[src/rtl/uart_arb_pkg.sv]
// Shared types and constants for the UART TX round-robin arbiter.
// Timeout watchdog is built only with UART_ARB_TIMEOUT_EN.
package uart_arb_pkg;

  typedef enum logic [1:0] {
    IDLE,
    LAUNCH,
    WAIT_DONE,
    GAP
  } arb_state_t;

  localparam int TIMEOUT_CLKS_DEF = 2400;

  function automatic int grant_w(input int n);
    return (n <= 1) ? 1 : $clog2(n);
  endfunction

endpackage

[src/rtl/uart_tx_arbiter_if.sv]
// Requester and serializer handshake bundle for uart_tx_arbiter.
// slave is the arbiter view, master the producer/serializer view.
interface uart_tx_arbiter_if #(
  parameter int NUM_REQ = 4
);
  import uart_arb_pkg::*;

  localparam int GW = grant_w(NUM_REQ);

  logic [NUM_REQ-1:0]   i_Req_Valid;
  logic [8*NUM_REQ-1:0] i_Req_Byte;
  logic [NUM_REQ-1:0]   o_Req_Ready;
  logic [NUM_REQ-1:0]   o_Req_Done;
  logic                 o_TX_DV;
  logic [7:0]           o_TX_Byte;
  logic                 i_TX_Active;
  logic                 i_TX_Done;
  logic [GW-1:0]        o_Grant_ID;
  logic                 o_Busy;
  logic                 o_Timeout;

  modport slave (
    input  i_Req_Valid, i_Req_Byte,
    input  i_TX_Active, i_TX_Done,
    output o_Req_Ready, o_Req_Done,
    output o_TX_DV, o_TX_Byte,
    output o_Grant_ID, o_Busy, o_Timeout
  );

  modport master (
    output i_Req_Valid, i_Req_Byte,
    output i_TX_Active, i_TX_Done,
    input  o_Req_Ready, o_Req_Done,
    input  o_TX_DV, o_TX_Byte,
    input  o_Grant_ID, o_Busy, o_Timeout
  );

endinterface

[src/rtl/uart_rr_pick.sv]
// Combinational round-robin picker: first set request at or
// above ptr, wrapping to index 0.
module uart_rr_pick
  import uart_arb_pkg::*;
#(
  parameter int NUM_REQ = 4,
  parameter int GW      = grant_w(NUM_REQ)
) (
  input  logic [NUM_REQ-1:0] req,
  input  logic [GW-1:0]      ptr,
  output logic [NUM_REQ-1:0] grant,
  output logic [GW-1:0]      id
);

  logic found;

  // upper pass from ptr, then wrapped pass below ptr
  always_comb begin
    grant = '0;
    id    = '0;
    found = 1'b0;
    for (int i = 0; i < NUM_REQ; i++) begin
      if (!found && req[i] && i >= int'(ptr)) begin
        found    = 1'b1;
        grant[i] = 1'b1;
        id       = GW'(i);
      end
    end
    for (int i = 0; i < NUM_REQ; i++) begin
      if (!found && req[i] && i < int'(ptr)) begin
        found    = 1'b1;
        grant[i] = 1'b1;
        id       = GW'(i);
      end
    end
  end

endmodule

[src/rtl/uart_tx_arbiter.sv]
// Round-robin sharing of one UART_TX between NUM_REQ producers.
// Optional watchdog: define UART_ARB_TIMEOUT_EN.
module uart_tx_arbiter
  import uart_arb_pkg::*;
#(
  parameter int NUM_REQ      = 4,
  parameter int TIMEOUT_CLKS = TIMEOUT_CLKS_DEF
) (
  input  logic              i_Clock,
  input  logic              i_Reset,
  uart_tx_arbiter_if.slave  bus
);

  localparam int GW = grant_w(NUM_REQ);

  arb_state_t         state;
  logic [GW-1:0]      ptr;
  logic [GW-1:0]      gid;
  logic               dv;
  logic [7:0]         tbyte;
  logic [NUM_REQ-1:0] rdone;
  logic               busy;

  logic [NUM_REQ-1:0] grant;
  logic [GW-1:0]      pick_id;
  logic [GW-1:0]      ptr_nxt;
  logic [7:0]         pick_byte;
  logic [NUM_REQ-1:0] done_vec;
  logic [NUM_REQ-1:0] ready;
  logic               hs;

  uart_rr_pick #(
    .NUM_REQ (NUM_REQ),
    .GW      (GW)
  ) u_pick (
    .req   (bus.i_Req_Valid),
    .ptr   (ptr),
    .grant (grant),
    .id    (pick_id)
  );

  always_comb begin
    pick_byte = '0;
    done_vec  = '0;
    for (int i = 0; i < NUM_REQ; i++) begin
      if (grant[i])
        pick_byte = bus.i_Req_Byte[8*i +: 8];
      done_vec[i] = (gid == GW'(i));
    end
  end

  assign ptr_nxt = (pick_id == GW'(NUM_REQ-1))
                 ? '0 : pick_id + GW'(1);

  // a frame left running across reset blocks new grants
  assign ready = (state == IDLE && !bus.i_TX_Active)
               ? grant : '0;
  assign hs    = |(ready & bus.i_Req_Valid);

`ifdef UART_ARB_TIMEOUT_EN
  localparam int CW = $clog2(TIMEOUT_CLKS);
  logic [CW-1:0] cnt;
  logic          tmo;
`else
  wire unused_timeout = |TIMEOUT_CLKS;
`endif

  always_ff @(posedge i_Clock) begin
    if (i_Reset) begin
      state <= IDLE;
      ptr   <= '0;
      gid   <= '0;
      dv    <= 1'b0;
      tbyte <= '0;
      rdone <= '0;
      busy  <= 1'b0;
`ifdef UART_ARB_TIMEOUT_EN
      cnt   <= '0;
      tmo   <= 1'b0;
`endif
    end else begin
      dv    <= 1'b0;
      rdone <= '0;
`ifdef UART_ARB_TIMEOUT_EN
      tmo   <= 1'b0;
`endif
      unique case (state)
        IDLE: begin
          if (hs) begin
            tbyte <= pick_byte;
            gid   <= pick_id;
            ptr   <= ptr_nxt;
            dv    <= 1'b1;
            busy  <= 1'b1;
            state <= LAUNCH;
`ifdef UART_ARB_TIMEOUT_EN
            cnt   <= '0;
`endif
          end
        end
        LAUNCH: state <= WAIT_DONE;
        WAIT_DONE: begin
          if (bus.i_TX_Done) begin
            rdone <= done_vec;
            state <= GAP;
          end
`ifdef UART_ARB_TIMEOUT_EN
          else if (cnt == CW'(TIMEOUT_CLKS-2)) begin
            tmo   <= 1'b1;
            state <= GAP;
          end else begin
            cnt <= cnt + CW'(1);
          end
`endif
        end
        GAP: begin
          busy  <= 1'b0;
          state <= IDLE;
        end
        default: state <= IDLE;
      endcase
    end
  end

  assign bus.o_Req_Ready = ready;
  assign bus.o_Req_Done  = rdone;
  assign bus.o_TX_DV     = dv;
  assign bus.o_TX_Byte   = tbyte;
  assign bus.o_Grant_ID  = gid;
  assign bus.o_Busy      = busy;
`ifdef UART_ARB_TIMEOUT_EN
  assign bus.o_Timeout   = tmo;
`else
  assign bus.o_Timeout   = 1'b0;
`endif

endmodule

[src/flat_wrapper.sv]
// flat-port wrapper written by rule: the top's interface ports become plain ports
module uart_tx_arbiter_flat import uart_arb_pkg::*;
#(
  parameter int NUM_REQ      = 4,
  parameter int TIMEOUT_CLKS = TIMEOUT_CLKS_DEF
)
  (i_Clock, i_Reset, bus_i_Req_Valid, bus_i_Req_Byte, bus_i_TX_Active, bus_i_TX_Done, bus_o_Req_Ready, bus_o_Req_Done, bus_o_TX_DV, bus_o_TX_Byte, bus_o_Grant_ID, bus_o_Busy, bus_o_Timeout);
  uart_tx_arbiter_if #(.NUM_REQ(NUM_REQ)) bus_i ();
  input  logic i_Clock;
  input  logic i_Reset;
  input wire logic [$bits(bus_i.i_Req_Valid)-1:0] bus_i_Req_Valid;
  input wire logic [$bits(bus_i.i_Req_Byte)-1:0] bus_i_Req_Byte;
  input wire logic [$bits(bus_i.i_TX_Active)-1:0] bus_i_TX_Active;
  input wire logic [$bits(bus_i.i_TX_Done)-1:0] bus_i_TX_Done;
  output wire logic [$bits(bus_i.o_Req_Ready)-1:0] bus_o_Req_Ready;
  output wire logic [$bits(bus_i.o_Req_Done)-1:0] bus_o_Req_Done;
  output wire logic [$bits(bus_i.o_TX_DV)-1:0] bus_o_TX_DV;
  output wire logic [$bits(bus_i.o_TX_Byte)-1:0] bus_o_TX_Byte;
  output wire logic [$bits(bus_i.o_Grant_ID)-1:0] bus_o_Grant_ID;
  output wire logic [$bits(bus_i.o_Busy)-1:0] bus_o_Busy;
  output wire logic [$bits(bus_i.o_Timeout)-1:0] bus_o_Timeout;
  assign bus_i.i_Req_Valid = bus_i_Req_Valid;
  assign bus_i.i_Req_Byte = bus_i_Req_Byte;
  assign bus_i.i_TX_Active = bus_i_TX_Active;
  assign bus_i.i_TX_Done = bus_i_TX_Done;
  assign bus_o_Req_Ready = bus_i.o_Req_Ready;
  assign bus_o_Req_Done = bus_i.o_Req_Done;
  assign bus_o_TX_DV = bus_i.o_TX_DV;
  assign bus_o_TX_Byte = bus_i.o_TX_Byte;
  assign bus_o_Grant_ID = bus_i.o_Grant_ID;
  assign bus_o_Busy = bus_i.o_Busy;
  assign bus_o_Timeout = bus_i.o_Timeout;
  uart_tx_arbiter #(.NUM_REQ(NUM_REQ), .TIMEOUT_CLKS(TIMEOUT_CLKS)) u_core (.i_Clock(i_Clock), .i_Reset(i_Reset), .bus(bus_i));
endmodule
[config.mk]
export PLATFORM = sky130hd
export DESIGN_NAME = uart_tx_arbiter_flat
export DESIGN_NICKNAME = d
export VERILOG_FILES = /design/src/rtl/uart_arb_pkg.sv /design/src/rtl/uart_tx_arbiter_if.sv /design/src/rtl/uart_rr_pick.sv /design/src/rtl/uart_tx_arbiter.sv /design/src/flat_wrapper.sv
export SDC_FILE = /design/constraint.sdc
export NUM_CORES = 1
export LEC_CHECK = 0
export CAP_MARGIN = 20
export CORE_MARGIN = 1.5
export CORE_UTILIZATION = 41
export CTS_CLUSTER_SIZE = 28
export DETAILED_ROUTE_END_ITERATION = 6
export GPL_ROUTABILITY_DRIVEN = 0
export PLACE_DENSITY = 0.88
export RECOVER_POWER = 50
export SLEW_MARGIN = 40
export SYNTH_ARGS = -nofsm -noshare
export SYNTH_HDL_FRONTEND = slang
export SYNTH_SLANG_ARGS = --single-unit
[constraint.sdc]
create_clock -name i_Clock -period 1.7 [get_ports i_Clock]
set_input_delay 0.255 -clock i_Clock [delete_from_list [all_inputs] [get_ports i_Clock]]
set_output_delay 0.255 -clock i_Clock [all_outputs]
set_load 0.01 [all_outputs]
=== Word-level counts from Yosys, hierarchy flattened ===
Index checks and enable logic that the tools add are counted.

* Bits in registers: 20
* Latch bits: 0
* Memory bits (writable): 0
* Bits in read-only memories: 0
* Input port bits: 40
* Output and inout bits: 21
* Logic and storage cells: 86
* Memories: 0

* Add/sub/neg operators: 1
* $mul: 0
* Divide/modulo/power cells: 0
* $lt $le $gt $ge: 6
* Eq/ne operators: 9
* Shift operators: 0
* Multiplexer cells: 30
* Bitwise logic cells: 4
* Reductions and logical operators: 29

{| class="wikitable"
|+ Operators with widths
! cell !! number
|-
| two-way mux 8 bit || 4
|-
| two-way mux 2 bit || 8
|-
| two-way mux 1 bit || 15
|-
| logical AND 1 bit || 13
|-
| equality test 2 bit (second input constant) || 5
|-
| case mux 2 bit (4 select lines) || 1
|-
| zero test 1 bit || 7
|-
| AND reduction 2 bit || 3
|-
| AND 4 bit || 1
|-
| equality test 2 x 1 -> 1 bit (second input constant) || 2
|-
| >= comparator 1 x 2 -> 1 bit (first input constant) || 2
|-
| zero test 2 bit || 2
|-
| < comparator 1 x 2 -> 1 bit (first input constant) || 2
|-
| two-way mux 4 bit || 1
|-
| OR reduction 4 bit || 1
|-
| inverter 1 bit || 3
|-
| OR reduction 3 bit || 1
|-
| adder 2 x 1 -> 2 bit (second input constant) || 1
|-
| >= comparator 2 bit (first input constant) || 1
|-
| < comparator 2 bit (first input constant) || 1
|-
| inequality test 2 x 1 -> 1 bit (second input constant) || 1
|-
| inequality test 2 bit (second input constant) || 1
|-
| case mux 1 bit (2 select lines) || 1
|-
| nonzero test 2 bit || 1
|-
| OR reduction 2 bit || 1
|}

=== Depth between registers and ports, before layout ===
Gate-level depths: netlist of run 1.

* Depth after elaboration: 31
* Depth in mapped cells: 7
* Mapped depth without buffers: 6

=== Modules after synthesis ===
Synthesis of run 1 repeated with hierarchy kept, for this count alone.

* Cell total of the unflattened synthesis: 152
* Area total of the unflattened synthesis: 1,251.2 sq um

{| class="wikitable"
|+ By module, submodules not included
! module !! instances !! cells each !! area each (sq um) !! seq. area each (sq um)
|-
| uart_tx_arbiter || 1 || 121 || 1,042.2 || 400.4
|-
| uart_rr_pick || 1 || 31 || 209.0 || 0.0
|}

=== Worst setup path before layout of run 1 ===
No wires, ideal clock.

* Kind: register to register
* Start point: register u_core.state[0]
* End point: register u_core.tbyte[4], in the netlist u_core.bus.o_TX_Byte[4]
* Setup time: 126 ps
* Data arrival time: 1,386 ps
* Data required time: 1,574 ps
* Setup slack: 187 ps
* Cell stages (with the launch flop): 8
* Buffers on the path: 1
* Clock period less this slack: 1,513 ps
* Cell sequence: dfxtp_1 -> inv_1 -> ha_1 -> nand2b_1 -> or2_1 -> buf_2 -> a211oi_1 -> a31oi_1

* Cells in the longest elaborated chain, start to end: 6

{| class="wikitable"
|+ RTL lines
! item !! line !! source
|-
| start, declared || uart_tx_arbiter.sv:16 || <nowiki>arb_state_t state;</nowiki>
|-
| start signal, assigned || uart_tx_arbiter.sv:70 || <nowiki>state <= IDLE;</nowiki>
|-
| start signal, assigned || uart_tx_arbiter.sv:95 || <nowiki>state <= LAUNCH;</nowiki>
|-
| start signal, assigned || uart_tx_arbiter.sv:101 || <nowiki>LAUNCH: state <= WAIT_DONE;</nowiki>
|-
| zero test 2 bit (*) || uart_tx_arbiter.sv:56, uart_tx_arbiter.sv:87 ||
|-
| logical AND 1 bit || uart_tx_arbiter.sv:56 || <nowiki>assign ready = (state == IDLE && !bus.i_TX_Active)</nowiki>
|-
| two-way mux 4 bit || uart_tx_arbiter.sv:57 || <nowiki>? grant : '0;</nowiki>
|-
| AND 4 bit || uart_tx_arbiter.sv:58 || <nowiki>assign hs = |(ready & bus.i_Req_Valid);</nowiki>
|-
| OR reduction 4 bit || uart_tx_arbiter.sv:58 ||
|-
| AND reduction 2 bit (no source line) (*) || n/a ||
|-
| end signal, assigned || uart_tx_arbiter.sv:90 || <nowiki>tbyte <= pick_byte;</nowiki>
|-
| end, declared || uart_tx_arbiter.sv:20 || <nowiki>logic [7:0] tbyte;</nowiki>
|}

Mark *: on every way between the ends. The rest lies on a longest branch, timed or not.
A chain may end at the register's enable or synchronous reset.

=== Worst setup path in the final report of run 1 ===
* Start point: register u_core.ptr[1]
* End point: output port bus_o_Req_Ready[1]

* Cells in the longest elaborated chain, start to end: 23
* Elaborated cells between the ends (all ways): 28
* Classes of those cells: order compare: 5; mux: 8; reduce/logical: 15

{| class="wikitable"
|+ RTL lines
! item !! line !! source
|-
| start, declared || uart_tx_arbiter.sv:17 || <nowiki>logic [GW-1:0] ptr;</nowiki>
|-
| start signal, assigned || uart_tx_arbiter.sv:92 || <nowiki>ptr <= ptr_nxt;</nowiki>
|-
| >= comparator 1 x 2 -> 1 bit || uart_rr_pick.sv:23 || <nowiki>if (!found && req[i] && i >= int'(ptr)) begin</nowiki>
|-
| logical AND 1 bit || uart_rr_pick.sv:23 ||
|-
| two-way mux 1 bit || uart_rr_pick.sv:23 ||
|-
| zero test 1 bit || uart_rr_pick.sv:23 ||
|-
| logical AND 1 bit (2 in a row) || uart_rr_pick.sv:23 ||
|-
| two-way mux 1 bit || uart_rr_pick.sv:23 ||
|-
| zero test 1 bit || uart_rr_pick.sv:23 ||
|-
| logical AND 1 bit (2 in a row) || uart_rr_pick.sv:23 ||
|-
| [... 3 more ...] || n/a ||
|-
| two-way mux 1 bit || uart_rr_pick.sv:23 ||
|-
| zero test 1 bit || uart_rr_pick.sv:30 || <nowiki>if (!found && req[i] && i < int'(ptr)) begin</nowiki>
|-
| logical AND 1 bit (2 in a row) || uart_rr_pick.sv:30 ||
|-
| two-way mux 1 bit || uart_rr_pick.sv:30 ||
|-
| zero test 1 bit || uart_rr_pick.sv:30 ||
|-
| logical AND 1 bit (2 in a row) || uart_rr_pick.sv:30 ||
|-
| two-way mux 1 bit (*) || uart_rr_pick.sv:30 ||
|-
| two-way mux 4 bit (*) || uart_tx_arbiter.sv:57 ||
|-
| end, declared || flat_wrapper.sv:15 || <nowiki>output wire logic [$bits(bus_i.o_Req_Ready)-1:0] bus_o_Req_Ready;</nowiki>
|}

Marked as above.

==> results of run 1 <==
-- power groups by stage --
stage,clock network (mW),registers (mW),logic (mW)
finish,0.279,0.707,1.56
global route,0.293,0.722,1.67
CTS,0.270,0.700,1.50
detailed placement,0,0.705,1.41
global placement,0,0.701,1.37
floorplan,0,0.729,0.654
-- worst max-delay path, delay by kind of cell, from the launching register on --
family	cells	cell delay (ns)
buf+inv	1	0.12
simple gates	1	0.15
flops	1	0.39
compound gates	2	0.50
-- layout by cell type (no fill, tap or decap), drive strengths merged, types with 4 or more instances in the layout --
cell,count
buf,38
clkdlybuf4s50,37
dfxtp,20
a211oi,19
dlygate4sd3,14
nor2,13
nand2,12
nand3,10
and3,10
o21bai,9
a31oi,9
o211ai,8
clkbuf,7
inv,5
dlygate4sd2,4
a21oi,4
ha,4
-- flip-flops by register name, indices dropped and copies added, names as in the netlist --
register               count
u_core.bus.o_TX_Byte       8
u_core.bus.o_Req_Done      4
u_core.bus.o_Grant_ID      2
u_core.ptr                 2
u_core.state               2
u_core.bus.o_Busy          1
u_core.bus.o_TX_DV         1
-- cell type report --
cell class              instances  share of cell area [%]
repair buffers                 96                    38.5
well taps                      44                    2.45
clock buffers                   4                    1.62
multi-input cells             122                    38.5
inverters                       5                   0.836
flip-flops and latches         20                    18.1
-- how the worst max path moves through the flow --
| stage | slack (ns) | to |
|---|---|---|
| after floorplan | 0.19 | u_core.bus.o_TX_Byte[4]$_SDFFE_PP0P_ |
| after global placement | -0.52 | bus_o_Req_Ready[1] |
| after detailed placement | -0.53 | bus_o_Req_Ready[1] |
| after CTS | -0.07 | bus_o_Req_Ready[1] |
| after global routing | -0.05 | bus_o_Req_Ready[1] |
| final | -0.02 | bus_o_Req_Ready[1] |
-- stage by stage --
| step | utilization, % | std cells | setup slack (ns) |
|---|---|---|---|
| final | 74.1 | 291 | -0.0152 |
| after global routing | 74.1 | 291 | -0.0546 |
| after CTS | 73.8 | 291 | -0.0750 |
| after detailed placement | 70.8 | 284 | -0.534 |
| after global placement | 70.8 | 284 | -0.517 |
| after floorplan | - | 161 | 0.187 |
-- cells by family after synthesis --
family / count (synthesis) / share of synthesized area (%)
other: 1 / 0.289
AOI/OAI and AO/OA: 63 / 37.1
adders and majority gates: 4 / 3.86
and+or+nand+nor: 54 / 21.4
DFF: 20 / 30.9
buffers and inverters: 19 / 6.47
-- what timing repair did --
action | in CTS | in global routing
hold buffers | 0 | 0
resized for setup | 29 | 11
endpoints found under the setup margin | 12 | 9
setup buffers | 3 | 0
pin swaps | 4 | 3
-- per-layer routing --
layer  share of wire [%]  wire, um  global-route usage (%)  vias up
met2                  52      2290                    46.9       69
met1                  40      1760                    30.4      718
li1                    -         -                       -      774
met4                 2.1        94                    9.09        0
met3                 5.6       247                    3.49       13
met5                   0         0                       0        -
==> metrics.txt, run 1 <==
CP required 1.44 ns; most common cell in the netlist sky130_fd_sc_hd__dfxtp_1; total vias in the final route 1574; mean area per synthesized cell 8.05 um2; Critical Path Start u_core.ptr[1]$_SDFFE_PP0P_; net switching fraction of the power ~40%; core region area 3030 um2; number of enable flip-flop cells after synthesis 0; starting density of the core 42.8%; Worst Min Path Start u_core.ptr[0]$_SDFFE_PP0P_; final antenna-violating net count 0; detailed router's first-iteration violation count just over 70; row cnt 20; quantity of I/O buffers inserted on ports 59; Finish-stage setup viols 1; share of the synthesized area in the top cell type 30.9%; number of buffers inserted during clock tree synthesis 3; leakage power summed over all cells 0.970 nW; Tightest Pin Transition 0.573 ns; die boundary width just under 60 um; Ports around 60; post-synthesis instance total 161; reg-to-reg slack, setup around 0.080 ns; post-route standard cell area excluding fillers about 2200 um2; post-layout worst setup margin -0.0152 ns; Yosys warning total 0; Ant. Diodes 0; Clock Tree Root sky130_fd_sc_hd__clkbuf_4; Crit Path Max Fanout 7; Total Routed Length 4390 um; arrival time of data at the critical path endpoint 1.46 ns; area enclosed by the die boundary 3510 um2; synth cell count leaders 20 x sky130_fd_sc_hd__dfxtp_1, 19 x sky130_fd_sc_hd__a211oi_1, 12 x sky130_fd_sc_hd__nand2_1, 12 x sky130_fd_sc_hd__nor2_1; number of distinct library cell variants in the gate-level netlist after synthesis 35; via count of the first global-routing pass 1514; ys async rst share 0%; path type of the worst min-delay path reg -> reg; delay of the slowest cell on the worst path 0.39 ns; Max Buffers Root-to-Sink 2; largest area contributor in the netlist sky130_fd_sc_hd__dfxtp_1; Detail Placement HPWL 3100 um; TritonCTS clock tree yes; count of clock tree sinks 20; insertion delay of the later-clocked pin in the worst-skew pair 0.30 ns; H-Tree Level Count 1; synthesized netlist net count 205; Worst Hold Depth 2; Slowest-stage cell, CP sky130_fd_sc_hd__dfxtp_4; failing checks negative setup slack; startpoint-to-endpoint class of the critical path reg -> out; clock skew ~0.0012 ns; sequential cell area fraction in the yosys report 30.9%; maximum vdd ir drop 433 uV; fraction of power consumed by sequential logic around 28%; number of antenna violations at the first check in global routing 0; number of max-cap violations 0; Seq cells post-synth 20; Gate power share 61.3%; total iterations of the first detailed-routing run 7; switching power of the nets 1.01 mW; largest cells by area after synthesis sky130_fd_sc_hd__dfxtp_1 31%, sky130_fd_sc_hd__a211oi_1 11%, sky130_fd_sc_hd__o21bai_1 5.2%, sky130_fd_sc_hd__and3_1 4.8%, sky130_fd_sc_hd__o211ai_1 4.6%; area of combinational cells with multiple inputs 865 um2; post-synthesis to final-layout area growth 73.2%; clock-pin slew of the registers on the worst-case setup and hold paths 0.11 ns; proportion of layout cells with a drive suffix above 1 26.7%; Critical Path Start Type flop; Fill cells between 200 and 250; number of failing hold endpoints at the final stage 0; headroom to the max-slew limit roughly three fifths; area taken by flip-flops and latches just over 400 um2; Clk network pwr share 11.0%; Hold Crit Endpoint u_core.ptr[0]$_SDFFE_PP0P_; total routing resource utilization after global routing 25.8%; RSZ-0062 raised after global routing true; DRC viols 0; result of the run finished with violations; vias per inst 5.41; Tot Pwr roughly 2.5 mW; instance area after placement ~2100 um2; endpoint class of the critical path output port; final layout net count 292; Reg2Reg Launch Point u_core.state[0]$_SDFFE_PP0P_; most common flop cell mapped by yosys sky130_fd_sc_hd__dfxtp_1; worst hold margin 0.492 ns; Internal Dissipation between 1.5 and 2 mW; GRT overflow 0; final worst-path cycle share 101%; pwr/cell area 1130 nW/um2; vertical extent of the die 59.2 um; max-slew violation count 0; length in cells of the worst reg-to-reg path 7; global-route wire length before repair 6850 um; Tmin final 1.72 ns; final routed wire length divided by cell count around 15 um; Setup Total Neg Slack -0.0152 ns; post-synthesis cell area 1300 um2; cell chain of the critical path a21o_1 > a211o_1 > nor2_4 > buf_6; fmax 0.583 GHz; Worst R2R End u_core.ptr[0]$_SDFFE_PP0P_; pin count of the biggest net entering global routing 15
Note: power is estimated with default switching activity, not from simulation.
==> run 2, diff against run 1 <==
CORE_UTILIZATION = 31   (was 41)
PLACE_DENSITY = 0.71   (was 0.88)
==> run 2 against run 1 <==
The run now ends clean. Wire length decreased by 9.3%. Combinational power decreased by 5%. Clock-buffer cell count decreased by 1. Fmax increased by 4.5%. First-iteration DRC count increased by 15%. Clock skew about the same. Highest routed layer unchanged. Register-to-register slack improved by 0.02 ns. Die area increased by 31%. Largest cell class is now non-clock buffers. Power decreased by 2.3%. Clock power increased by 8.2%. Flip-flop and latch count unchanged. Cell area increased by 0.50%.
==> metrics.txt, run 2 (same netlist as run 1, synthesis figures left out) <==
arrival time of data at the critical path endpoint 1.39 ns (was 1.46 ns); Finish-stage setup viols 0 (was 1); Worst Min Path Start u_core.bus.o_Grant_ID[0]$_SDFFE_PP0P_ (was u_core.ptr[0]$_SDFFE_PP0P_); Inst Count DP 289 (was 284); core region area 4000 um2 (was 3030 um2); number of failing hold endpoints at the final stage 0 (unchanged); area of combinational cells with multiple inputs 857 um2 (was 865 um2); maximum vdd ir drop 375 uV (was 433 uV); Setup Total Neg Slack 0 ns (was -0.0152 ns); DRC viols 0 (unchanged); fraction of power consumed by sequential logic 28.5% (was 27.8%); CP required 1.44 ns (about the same); total vias in the final route 1539 (was 1574); number of max-cap violations 0 (unchanged); Detail Placement HPWL 3110 um (was 3100 um); Slowest-stage cell, CP sky130_fd_sc_hd__dfxtp_4 (unchanged); via count of the first global-routing pass 1418 (was 1514); commonest cells after routing, fill and taps aside 37 x sky130_fd_sc_hd__clkdlybuf4s50_1, 34 x sky130_fd_sc_hd__buf_4, 19 x sky130_fd_sc_hd__a211oi_1 (was 37 x sky130_fd_sc_hd__clkdlybuf4s50_1, 32 x sky130_fd_sc_hd__buf_4, 17 x sky130_fd_sc_hd__dfxtp_1); endpoint class of the critical path output port (unchanged); number of buffers inserted during clock tree synthesis 3 (unchanged); TritonCTS clock tree yes (unchanged); insertion delay of the later-clocked pin in the worst-skew pair 0.25 ns (was 0.30 ns); detailed router's first-iteration violation count 82 (was 71); Ports 61 (unchanged); proportion of layout cells with a drive suffix above 1 24.7% (was 26.7%); Fill cells 374 (was 219); Total Routed Length 3980 um (was 4390 um); H-Tree Level Count 1 (unchanged); cell chain of the critical path a21o_1 > a211o_1 > nor2_4 > buf_2 (was a21o_1 > a211o_1 > nor2_4 > buf_6); length in cells of the worst reg-to-reg path 7 (unchanged); core occupancy in the finished layout 56.4% (was 74.1%); RSZ-0062 raised after global routing false (was true); global-route wire length before repair 6310 um (was 6850 um); total routing resource utilization after global routing 17.8% (was 25.8%); pwr/cell area 1100 nW/um2 (was 1130 nW/um2); worst path buffer plus inverter count 1 (unchanged); clock-pin slew of the registers on the worst-case setup and hold paths 0.07 ns (was 0.11 ns); final layout net count 293 (was 292); final antenna-violating net count 0 (unchanged); Clk network pwr share 12.1% (was 11.0%); Tot Pwr 2.49 mW (was 2.55 mW); Tmin final 1.64 ns (was 1.72 ns); final worst-path cycle share 96.5% (was 101%); most common cell after layout, fill and taps aside sky130_fd_sc_hd__clkdlybuf4s50_1 (unchanged); fmax 0.609 GHz (was 0.583 GHz); Worst R2R End u_core.bus.o_TX_Byte[3]$_SDFFE_PP0P_ (was u_core.ptr[0]$_SDFFE_PP0P_); Ant. Diodes 0 (unchanged); delay of the slowest cell on the worst path 0.37 ns (was 0.39 ns); Worst Hold Depth 1 (was 2); starting density of the core 32.4% (was 42.8%); total iterations of the first detailed-routing run 4 (was 7); leakage power summed over all cells 0.975 nW (was 0.970 nW); row cnt 23 (was 20); max-slew violation count 0 (unchanged); number of flip-flops in the largest register 8 (unchanged); Gate power share 59.3% (was 61.3%); final routed wire length divided by cell count 13.4 um (was 15.1 um); result of the run finished clean (was finished with violations); reg-to-reg slack, setup 0.10 ns (was 0.08 ns); Crit Path Max Fanout 7 (unchanged); clock skew 0.00153 ns (was 0.00119 ns); count of clock tree sinks 20 (unchanged); vias per inst 5.18 (was 5.41); post-route standard cell area excluding fillers 2260 um2 (was 2240 um2); Hold Crit Endpoint u_core.bus.o_Req_Done[2]$_SDFF_PP0_ (was u_core.ptr[0]$_SDFFE_PP0P_); number of antenna violations at the first check in global routing 0 (unchanged); Clock Tree Root sky130_fd_sc_hd__clkbuf_8 (was sky130_fd_sc_hd__clkbuf_4); Max Buffers Root-to-Sink 2 (unchanged); area taken by flip-flops and latches 409 um2 (was 407 um2); quantity of I/O buffers inserted on ports 59 (unchanged); startpoint-to-endpoint class of the critical path reg -> out (unchanged); fin cells 297 (was 291); path type of the worst min-delay path reg -> reg (unchanged); Reg2Reg Launch Point u_core.state[0]$_SDFFE_PP0P_ (unchanged); die boundary width 67.7 um (was 59.2 um); GRT overflow 0 (unchanged); Critical Path Start Type flop (unchanged); vertical extent of the die 67.7 um (was 59.2 um); post-synthesis to final-layout area growth 74.0% (was 73.2%); pin count of the biggest net entering global routing 19 (was 15); area enclosed by the die boundary 4580 um2 (was 3510 um2); net switching fraction of the power 37.6% (was 39.7%); cell depth of the worst setup path 4 (unchanged); Internal Dissipation 1.55 mW (was 1.54 mW); instance area after placement 2140 um2 (unchanged); family of cells with the greatest summed delay on the critical path compound AO/OA/AOI/OAI gates (unchanged); switching power of the nets 0.935 mW (was 1.01 mW)
-- run 2: power by group through the flow --
stage	Sequential [mW]	Combinational [mW]	Clock, mW
global placement	0.704	1.39	0
CTS	0.707	1.45	0.306
detailed placement	0.708	1.42	0
global route	0.730	1.62	0.325
finish	0.710	1.48	0.302
floorplan	0.729	0.654	0
-- run 2: per-stage QoR --
| step | hold WS [ns] | setup WS (ns) |
|---|---|---|
| floorplan | 0.405 | 0.187 |
| global placement | 0.470 | -0.497 |
| detailed placement | 0.474 | -0.544 |
| CTS | 0.491 | -0.00428 |
| global route | 0.522 | 0.00314 |
| finish | 0.484 | 0.0589 |
-- run 2: routing by layer --
layer  vias up  share of wire [%]  global-route usage, %
met5         -                  0                      0
met4         0               0.48                   6.38
met3         2                4.2                   1.83
met2        44                 51                   30.6
met1       716                 45                   22.9
li1        777                  -                      -
-- run 2: how the worst max path moves through the flow --
stage | from | end | slack [ns]
3_3_place_gp | bus_i_Req_Valid[0] | bus_o_Req_Ready[1] | -0.50
3_5_place_dp | bus_i_Req_Valid[0] | bus_o_Req_Ready[1] | -0.54
6_report | u_core.ptr[1]$_SDFFE_PP0P_ | bus_o_Req_Ready[1] | 0.06
2_1_floorplan | u_core.state[0]$_SDFFE_PP0P_ | u_core.bus.o_TX_Byte[4]$_SDFFE_PP0P_ | 0.19
4_1_cts | u_core.ptr[1]$_SDFFE_PP0P_ | bus_o_Req_Ready[1] | -0.004
5_1_grt | u_core.ptr[1]$_SDFFE_PP0P_ | bus_o_Req_Ready[1] | 0.003
-- run 2: area by class of cell --
type / count / share of cell area (%)
sequential: 20 / 18.1
clock buffer: 3 / 1.83
multi-input combinational: 122 / 38.0
timing repair buffer: 97 / 38.4
inverter: 5 / 0.832
tap: 50 / 2.77
-- run 2: timing repair --
action                                  CTS  global route
pin swaps                                 4             6
hold buffers                              0             0
setup buffers                             2             3
resized for setup                        25            12
endpoints found under the setup margin   18            11
==> run 3, diff against run 2 <==
CTS_CLUSTER_DIAMETER = 60   (was not set)
==> results of run 3 <==
No change in the layout: final DEF, timing and power equal those of run 2.
